==> src/rtl/mem_arbiter.sv <==
// Shares one single-cycle memory between an instruction-fetch port and a data port.
// Data wins ties until fetch has been passed over STARVE_LIMIT times in a row.
module mem_arbiter #(
  parameter int unsigned STARVE_LIMIT = 3,
  parameter logic [31:0] ADDR_LIMIT   = 32'h100
) (
  input  logic        clk,
  input  logic        reset_n,

  input  logic        i_req,
  input  logic [31:0] i_addr,
  output logic        i_gnt,
  output logic        i_rvalid,
  output logic [31:0] i_rdata,
  output logic        i_err,

  input  logic        d_req,
  input  logic        d_we,
  input  logic [31:0] d_addr,
  input  logic [31:0] d_wdata,
  output logic        d_gnt,
  output logic        d_rvalid,
  output logic [31:0] d_rdata,
  output logic        d_err,

  output logic        mem_we,
  output logic [31:0] mem_a,
  output logic [31:0] mem_wd,
  input  logic [31:0] mem_rd
);

  localparam int unsigned CNT_W = ($clog2(STARVE_LIMIT + 1) < 2) ? 2 : $clog2(STARVE_LIMIT + 1);
  localparam logic [CNT_W-1:0] CNT_MAX = CNT_W'(STARVE_LIMIT);

  logic [CNT_W-1:0] starve_cnt;
  logic             fetch_starved;
  logic             grant_i;
  logic             grant_d;
  logic             i_addr_err;
  logic             d_addr_err;

  // Misaligned or beyond the end of the memory.
  function automatic logic addr_error(input logic [31:0] addr);
    return (addr[1:0] != 2'b00) || (addr >= ADDR_LIMIT);
  endfunction

  assign i_addr_err = addr_error(i_addr);
  assign d_addr_err = addr_error(d_addr);

  always_comb begin
    fetch_starved = (starve_cnt == CNT_MAX);
    grant_i       = 1'b0;
    grant_d       = 1'b0;
    if (reset_n) begin
      if (i_req && d_req) begin
        grant_i = fetch_starved;
        grant_d = !fetch_starved;
      end else begin
        grant_i = i_req;
        grant_d = d_req;
      end
    end
  end

  assign i_gnt = grant_i;
  assign d_gnt = grant_d;

  // A rejected store must never reach the memory, so the address check gates mem_we.
  always_comb begin
    mem_a  = '0;
    mem_wd = '0;
    mem_we = 1'b0;
    if (grant_i) begin
      mem_a = i_addr;
    end else if (grant_d) begin
      mem_a  = d_addr;
      mem_wd = d_wdata;
      mem_we = d_we && !d_addr_err;
    end
  end

  // Counts data grants that overtook a waiting fetch; any other cycle clears it.
  always_ff @(posedge clk or negedge reset_n) begin
    if (!reset_n) begin
      starve_cnt <= '0;
    end else if (grant_d && i_req) begin
      if (starve_cnt != CNT_MAX) begin
        starve_cnt <= starve_cnt + 1'b1;
      end
    end else begin
      starve_cnt <= '0;
    end
  end

  always_ff @(posedge clk or negedge reset_n) begin
    if (!reset_n) begin
      i_rvalid <= 1'b0;
      i_err    <= 1'b0;
      i_rdata  <= '0;
    end else begin
      i_rvalid <= grant_i;
      if (grant_i) begin
        i_err   <= i_addr_err;
        i_rdata <= i_addr_err ? '0 : mem_rd;
      end
    end
  end

  // Stores also get a response pulse, always with zero read data.
  always_ff @(posedge clk or negedge reset_n) begin
    if (!reset_n) begin
      d_rvalid <= 1'b0;
      d_err    <= 1'b0;
      d_rdata  <= '0;
    end else begin
      d_rvalid <= grant_d;
      if (grant_d) begin
        d_err   <= d_addr_err;
        d_rdata <= (d_addr_err || d_we) ? '0 : mem_rd;
      end
    end
  end

endmodule
==> config.mk <==
export PLATFORM = sky130hd
export DESIGN_NAME = mem_arbiter
export DESIGN_NICKNAME = d
export VERILOG_FILES = /design/src/rtl/mem_arbiter.sv
export SDC_FILE = /design/constraint.sdc
export NUM_CORES = 1
export LEC_CHECK = 0
export ABC_AREA = 1
export BUFFER_PORTS_ARGS = -buffer_cell sky130_fd_sc_hd__buf_2
export CORE_AREA = 3 3 104 106
export CTS_BUF_LIST = sky130_fd_sc_hd__clkbuf_8 sky130_fd_sc_hd__clkbuf_16
export DETAILED_ROUTE_END_ITERATION = 12
export DIE_AREA = 0 0 107 109
export PLACE_DENSITY = 0.76
export SYNTH_ARGS = -nofsm -noshare
export SYNTH_HDL_FRONTEND = slang
export SYNTH_SLANG_ARGS = --single-unit
==> constraint.sdc <==
create_clock -name clk -period 2.6 [get_ports clk]
set_input_delay 0.52 -clock clk [delete_from_list [all_inputs] [get_ports clk]]
set_output_delay 0.52 -clock clk [all_outputs]
set_load 0.02 [all_outputs]
==> results of run 1 <==
-- report_power, final --
part	total, mW	switching, mW	internal, mW
Clock	0.856	0.418	0.438
Sequential	1.09	0.000744	1.09
Combinational	0.434	0.273	0.162
Total	2.38	0.692	1.69
-- placed cells by master, fill, tap and decap left out --
| cell type | n |
|---|---|
| o22ai_1 | 4 |
| nand2_1 | 163 |
| a21oi_1 | 2 |
| inv_1 | 83 |
| o21ai_0 | 6 |
| clkbuf_8 | 9 |
| buf_12 | 1 |
| inv_2 | 1 |
| nor3_1 | 1 |
| clkinv_4 | 2 |
| nor3b_1 | 1 |
| nand2_2 | 3 |
| a21oi_4 | 1 |
| clkinv_2 | 3 |
| nor2_1 | 103 |
| nand3_1 | 64 |
| a21oi_2 | 1 |
| nor2_2 | 3 |
| buf_2 | 266 |
| buf_4 | 13 |
| a22o_1 | 20 |
| dfrtp_1 | 70 |
| nand4_1 | 1 |
| nor2_4 | 2 |
| bufinv_16 | 1 |
| ha_1 | 1 |
-- registers in the layout, indices dropped and copies added (netlist names) --
register / cells
d_rdata: 32
d_err: 1
i_err: 1
starve_cnt: 2
i_rvalid: 1
d_rvalid: 1
i_rdata: 32
-- logic make-up after synthesis --
logic type               after synthesis  synth area share [%]
AO/OA/AOI/OAI                         34                  6.77
buffers and inverters                115                  12.6
adder cells (fa/ha/maj)                1                 0.319
AND/OR/NAND/NOR                      341                  35.6
flip-flops                            70                  44.7
-- final cells by class --
type	count	area [µm²]	area share, %
inverters	83	312	5.62
flip-flops and latches	70	1750	31.6
multi-input cells	376	1680	30.2
clock inverters	7	66.3	1.20
clock buffers	9	124	2.23
well taps	133	166	3.00
repair buffers	280	1450	26.1
-- through the flow --
stage / worst slack [ps] / power [mW] / hold slack (ps) / util [%]
after floorplan: 493 / 1.31 / 224 / -
after global routing: 8.47 / 2.50 / 298 / 56.2
after detailed placement: 492 / 1.54 / 432 / 54.3
after global placement: 521 / 1.54 / 439 / 54.3
final: 189 / 2.38 / 282 / 56.2
after CTS: 164 / 2.40 / 290 / 56.2
-- per-layer routing --
metal / GRT usage (%) / vias to the layer above / share of wire [%]
met3: 8.17 / 20 / 11
met5: 0 / - / 0
met2: 38.8 / 235 / 44
li1: - / 2227 / -
met1: 34.4 / 2054 / 43
met4: 6.58 / 0 / 1.5
-- critical path, cell delays in order (launching register included) --
cell	delay [ps]
dfrtp_1	390
ha_1	230
inv_1	120
a21oi_4	70
inv_1	410
o21ai_0	140
buf_2	180
-- worst max path at each step --
stage	from	to	slack [ps]	cells after the start
after global routing	starve_cnt[0]	mem_a[21]	8	6
after floorplan	starve_cnt[0]	mem_a[13]	490	6
after CTS	starve_cnt[0]	mem_a[8]	160	6
after global placement	reset_n	mem_we	520	9
after detailed placement	reset_n	mem_a[21]	490	6
final	starve_cnt[0]	mem_a[21]	190	6
==> metrics.txt, run 1 <==
# TYPE chip_impl_metric gauge
chip_impl_metric{name="globalRouteTotalUtil",unit="%"} 25.2
chip_impl_metric{name="cts_max_level",unit=""} 3
chip_impl_metric{name="slew_headroom",unit="%"} 63.5
chip_impl_metric{name="static-leakage-power",unit="nW"} 3.70
chip_impl_metric{name="area_delta_synth_final",unit="%"} 41.4
chip_impl_metric{name="insertion_delay",unit="ps"} 340
chip_impl_info{name="outcome",value="completed"} 1
chip_impl_metric{name="final.period_utilization",unit="%"} 92.7
chip_impl_metric{name="boundaryPins",unit=""} 268
chip_impl_info{name="reg2reg_from",value="starve_cnt[0]"} 1
chip_impl_info{name="synthTopCellsByArea",value="dfrtp_1, nand2_1, nor2_1, nand3_1, inv_1"} 1
chip_impl_metric{name="die-height",unit="µm"} 109
chip_impl_metric{name="first_global_vias",unit=""} 4170
chip_impl_metric{name="layoutNonFillerInstCount",unit=""} 958
chip_impl_info{name="cts_root_buffer_type",value="clkbuf_8"} 1
chip_impl_info{name="synth_top_cells_by_count",value="nand2_1, nor2_1, inv_1, dfrtp_1, nand3_1"} 1
chip_impl_metric{name="post_route_cells_drive_above_1_share",unit="%"} 37.1
chip_impl_metric{name="post-cts-setup-buffer-count",unit=""} 0
chip_impl_info{name="start_kind",value="flop"} 1
chip_impl_metric{name="cts_resized",unit=""} 0
chip_impl_metric{name="final_nets",unit=""} 954
chip_impl_metric{name="syn-num-nets",unit=""} 695
chip_impl_metric{name="core.rowCount",unit=""} 36
chip_impl_info{name="crit-reg2reg-capture",value="i_rdata[16]"} 1
chip_impl_metric{name="diodes",unit=""} 0
chip_impl_metric{name="detail_route.first_pass.iterations",unit=""} 4
chip_impl_metric{name="clockBufferDepth",unit=""} 2
chip_impl_info{name="yosys.cell_count.top_type",value="nand2_1"} 1
chip_impl_metric{name="synth_area_per_cell",unit="µm²"} 6.99
chip_impl_metric{name="initial_utilization",unit="%"} 39.7
chip_impl_metric{name="crit_path_max_fanout",unit=""} 16
chip_impl_metric{name="floorplan_die_area",unit="mm²"} 0.0117
chip_impl_metric{name="synthCells",unit=""} 561
chip_impl_metric{name="placed_cells",unit=""} 942
chip_impl_metric{name="synth.lib_cells_used.distinct",unit=""} 23
chip_impl_metric{name="ys_ff_latch",unit=""} 70
chip_impl_metric{name="vdd.ir_drop.worst",unit="V"} 0.000216
chip_impl_metric{name="setup_viol_count_final",unit=""} 0
chip_impl_metric{name="postSynth.asyncResetShare",unit="%"} 100
chip_impl_metric{name="vias_after_detailed_routing",unit=""} 4536
chip_impl_metric{name="synthDominantCellAreaShare",unit="%"} 44.7
chip_impl_metric{name="chipWidth",unit="µm"} 107
chip_impl_metric{name="regToRegSetupSlack",unit="ps"} 630
chip_impl_info{name="worstSetupEndpointType",value="output port"} 1
chip_impl_metric{name="final-hold-violation-count",unit=""} 0
chip_impl_metric{name="synth.cell_area",unit="mm²"} 0.00392
chip_impl_metric{name="slew_violations",unit=""} 0
chip_impl_metric{name="cts_hold_buf",unit=""} 0
chip_impl_metric{name="setup_tns",unit="ps"} 0
chip_impl_metric{name="cts_inserted_buffers",unit=""} 9
chip_impl_metric{name="cts_num_sinks",unit=""} 70
chip_impl_metric{name="clkTransAtPathRegs",unit="ps"} 80
chip_impl_info{name="grt_setup_unrepaired",value="no"} 1
chip_impl_metric{name="synth_edf_count",unit=""} 0
chip_impl_metric{name="place_area",unit="mm²"} 0.00535
chip_impl_metric{name="portBuffers",unit=""} 267
chip_impl_metric{name="drc_errors",unit=""} 0
chip_impl_metric{name="gp_congestion",unit=""} 0.894
chip_impl_metric{name="nFillCells",unit=""} 999
chip_impl_metric{name="critical_path_required",unit="ps"} 2080
chip_impl_metric{name="synth_warnings",unit=""} 0
chip_impl_metric{name="pin_count_of_the_biggest_net_entering_global_routing",unit=""} 42
chip_impl_metric{name="routed_wl",unit="mm"} 15.0
chip_impl_info{name="yosys_most_used_dff",value="dfrtp_1"} 1
chip_impl_info{name="clock_tree_from_tritoncts",value="built"} 1
chip_impl_metric{name="max_cap_viols",unit=""} 0
chip_impl_info{name="min_path_type",value="primary input to async pin"} 1
chip_impl_metric{name="pwr_density_cell",unit="mW/mm²"} 430
chip_impl_metric{name="grt_overflow_total",unit=""} 0
chip_impl_metric{name="r2r_cells",unit=""} 9
chip_impl_metric{name="grt_pass1_wl",unit="mm"} 22.4
chip_impl_metric{name="timing_worst_slew_pin_value",unit="ps"} 546
chip_impl_metric{name="number_of_antenna_violations_at_the_first_check_in_global_routing",unit=""} 0
chip_impl_metric{name="worst_clock_skew",unit="ps"} 6.81
chip_impl_metric{name="timing.critical_path.arrival",unit="ps"} 1890
chip_impl_metric{name="synth-seq-area-share",unit="%"} 44.7
chip_impl_metric{name="final_area",unit="mm²"} 0.00554
chip_impl_metric{name="timing.fmax",unit="GHz"} 0.415
chip_impl_metric{name="via_per_inst",unit=""} 4.73
chip_impl_metric{name="drt_iter0_markers",unit=""} 324
chip_impl_info{name="synth.largest_area_cell",value="dfrtp_1"} 1
chip_impl_metric{name="postRouteAntennaNets",unit=""} 0
chip_impl_metric{name="fin_crit",unit="ps"} 2410
chip_impl_info{name="setup.worst_path.class",value="flop to output port"} 1
chip_impl_metric{name="dp.final_hpwl",unit="mm"} 11.5
chip_impl_metric{name="design.core.area",unit="mm²"} 0.00986
chip_impl_metric{name="detail_route.wl_per_cell",unit="µm"} 15.6
Note: power is estimated with default switching activity, not from simulation.
==> inputs of run 2 (changes only) <==
SETUP_SLACK_MARGIN = 0.3   (was unset)
==> metrics.txt, run 2 (synthesis gave the netlist of run 1 again) <==
# TYPE chip_impl_metric gauge
chip_impl_metric{name="clkTransAtPathRegs",unit="ps"} 80
chip_impl_info{name="setup.worst_path.class",value="flop to output port"} 1
chip_impl_info{name="outcome",value="completed"} 1
chip_impl_metric{name="chipWidth",unit="µm"} 107
chip_impl_metric{name="setup_viol_count_final",unit=""} 0
chip_impl_info{name="grt_setup_unrepaired",value="yes"} 1
chip_impl_metric{name="timing.fmax",unit="GHz"} 0.433
chip_impl_info{name="final_common_cell",value="buf_2"} 1
chip_impl_metric{name="fin_crit",unit="ps"} 2310
chip_impl_metric{name="insertion_delay",unit="ps"} 340
chip_impl_metric{name="portBuffers",unit=""} 267
chip_impl_metric{name="vdd.ir_drop.worst",unit="V"} 0.000236
chip_impl_info{name="cts_root_buffer_type",value="clkbuf_8"} 1
chip_impl_metric{name="routed_wl",unit="mm"} 15.8
chip_impl_metric{name="postRouteAntennaNets",unit=""} 0
chip_impl_metric{name="detail_route.first_pass.iterations",unit=""} 5
chip_impl_metric{name="final_nets",unit=""} 964
chip_impl_metric{name="static-leakage-power",unit="nW"} 3.81
chip_impl_metric{name="timing.critical_path.arrival",unit="ps"} 1790
chip_impl_metric{name="pin_count_of_the_biggest_net_entering_global_routing",unit=""} 37
chip_impl_metric{name="crit_path_max_fanout",unit=""} 20
chip_impl_metric{name="die-height",unit="µm"} 109
chip_impl_metric{name="globalRouteTotalUtil",unit="%"} 26.1
chip_impl_metric{name="max_cap_viols",unit=""} 0
chip_impl_metric{name="final.period_utilization",unit="%"} 88.8
chip_impl_metric{name="timing_worst_slew_pin_value",unit="ps"} 465
chip_impl_info{name="reg2reg_from",value="starve_cnt[0]"} 1
chip_impl_metric{name="worst_clock_skew",unit="ps"} 10.1
chip_impl_metric{name="cts_num_sinks",unit=""} 70
chip_impl_metric{name="final-hold-violation-count",unit=""} 0
chip_impl_metric{name="area_delta_synth_final",unit="%"} 48.6
chip_impl_info{name="start_kind",value="flop"} 1
chip_impl_metric{name="slew_headroom",unit="%"} 69.0
chip_impl_metric{name="whs",unit="ps"} 281
chip_impl_info{name="top_library_cells_by_usage_in_the_layout_fill_and_taps_aside",value="buf_2, nand2_1, nor2_1"} 1
chip_impl_metric{name="grt_pass1_wl",unit="mm"} 23.1
chip_impl_metric{name="grt_overflow_total",unit=""} 0
chip_impl_info{name="clock_tree_from_tritoncts",value="built"} 1
chip_impl_metric{name="initial_utilization",unit="%"} 39.7
chip_impl_info{name="largest_registers",value="d_rdata: 32 flops, i_rdata: 32 flops, starve_cnt: 2 flops"} 1
chip_impl_info{name="min_path_type",value="primary input to async pin"} 1
chip_impl_metric{name="design.core.area",unit="mm²"} 0.00986
chip_impl_metric{name="detail_route.wl_per_cell",unit="µm"} 16.3
chip_impl_metric{name="regToRegSetupSlack",unit="ps"} 680
chip_impl_info{name="crit-reg2reg-capture",value="i_rdata[16]"} 1
chip_impl_metric{name="clockBufferDepth",unit=""} 2
chip_impl_metric{name="cts_max_level",unit=""} 3
chip_impl_metric{name="pwr_density_cell",unit="mW/mm²"} 419
chip_impl_metric{name="drc_errors",unit=""} 0
chip_impl_metric{name="number_of_antenna_violations_at_the_first_check_in_global_routing",unit=""} 1
chip_impl_metric{name="post_route_cells_drive_above_1_share",unit="%"} 38.6
chip_impl_metric{name="dp.final_hpwl",unit="mm"} 11.5
chip_impl_metric{name="first_global_vias",unit=""} 4230
chip_impl_metric{name="floorplan_die_area",unit="mm²"} 0.0117
chip_impl_metric{name="cts_hold_buf",unit=""} 0
chip_impl_metric{name="via_per_inst",unit=""} 4.77
chip_impl_metric{name="vias_after_detailed_routing",unit=""} 4623
chip_impl_metric{name="sum_of_internal_switching_and_leakage_power",unit="mW"} 2.44
chip_impl_metric{name="r2r_cells",unit=""} 10
chip_impl_metric{name="drt_iter0_markers",unit=""} 295
chip_impl_info{name="worstSetupEndpointType",value="output port"} 1
chip_impl_metric{name="core.rowCount",unit=""} 36
chip_impl_metric{name="cts_inserted_buffers",unit=""} 9
chip_impl_metric{name="gp_congestion",unit=""} 0.894
chip_impl_metric{name="slew_violations",unit=""} 0
chip_impl_metric{name="critical_path_required",unit="ps"} 2080
chip_impl_metric{name="setup_tns",unit="ps"} 0
chip_impl_metric{name="boundaryPins",unit=""} 268
==> run 2: final cells by class <==
| type | count | area (µm²) |
|---|---|---|
| fill | 953 | 4040 |
| sequential | 70 | 1750 |
| multi-input combinational | 376 | 1710 |
| timing repair buffer | 289 | 1680 |
| inverter | 83 | 315 |
| tap | 133 | 166 |
| clock buffer | 9 | 124 |
| clock inverter | 7 | 66.3 |
| timing repair inverter | 1 | 7.51 |
| antenna | 1 | 2.50 |
==> run 2: report_power, final <==
group | leakage (nW) | switching, mW | total (mW) | internal (mW)
Combinational | 2.74 | 0.287 | 0.486 | 0.199
Sequential | 0.966 | 0.00108 | 1.09 | 1.09
Clock | 0.104 | 0.423 | 0.862 | 0.438
Total | 3.81 | 0.711 | 2.44 | 1.73
==> run 2: metrics by stage <==
step | instances | utilization (%) | cell area, µm² | setup slack, ps
global route | 969 | 59.1 | 5830 | 200
detailed placement | 942 | 54.3 | 5350 | 492
floorplan | 561 | - | 3920 | 493
CTS | 964 | 57.7 | 5690 | 284
global placement | 942 | 54.3 | 5350 | 521
finish | 969 | 59.1 | 5830 | 292
==> run 2: worst max path at each step <==
stage             startpoint          to  slack (ps)
6_report       starve_cnt[0]  mem_wd[18]         290
5_1_grt        starve_cnt[0]      mem_we         200
4_1_cts        starve_cnt[0]  mem_wd[18]         280
3_5_place_dp         reset_n   mem_a[21]         490
3_3_place_gp         reset_n      mem_we         520
2_1_floorplan  starve_cnt[0]   mem_a[13]         490
==> run 2: critical path, stage by stage, from the launching register on <==
cell and delay (ps):
dfrtp_1 410, ha_4 190, a21oi_4 130, inv_2 140, bufbuf_16 320, nor2_1 80
buf_2 160
==> run 2: per-layer routing <==
| metal | wire length (µm) | share of wire [%] | global-route usage [%] |
|---|---|---|---|
| met1 | 6670 | 42 | 35.4 |
| met2 | 7150 | 45 | 40.0 |
| met3 | 1820 | 12 | 9.30 |
| met4 | 179 | 1.1 | 6.67 |
| met5 | 0 | 0 | 0 |
==> run 2: timing repair <==
item / CTS / global route
buffers inserted: 3 / 2
setup endpoints to repair: 37 / 62
gates cloned: 3 / 2
gates resized for setup: 12 / 24
pin swaps: 1 / 3
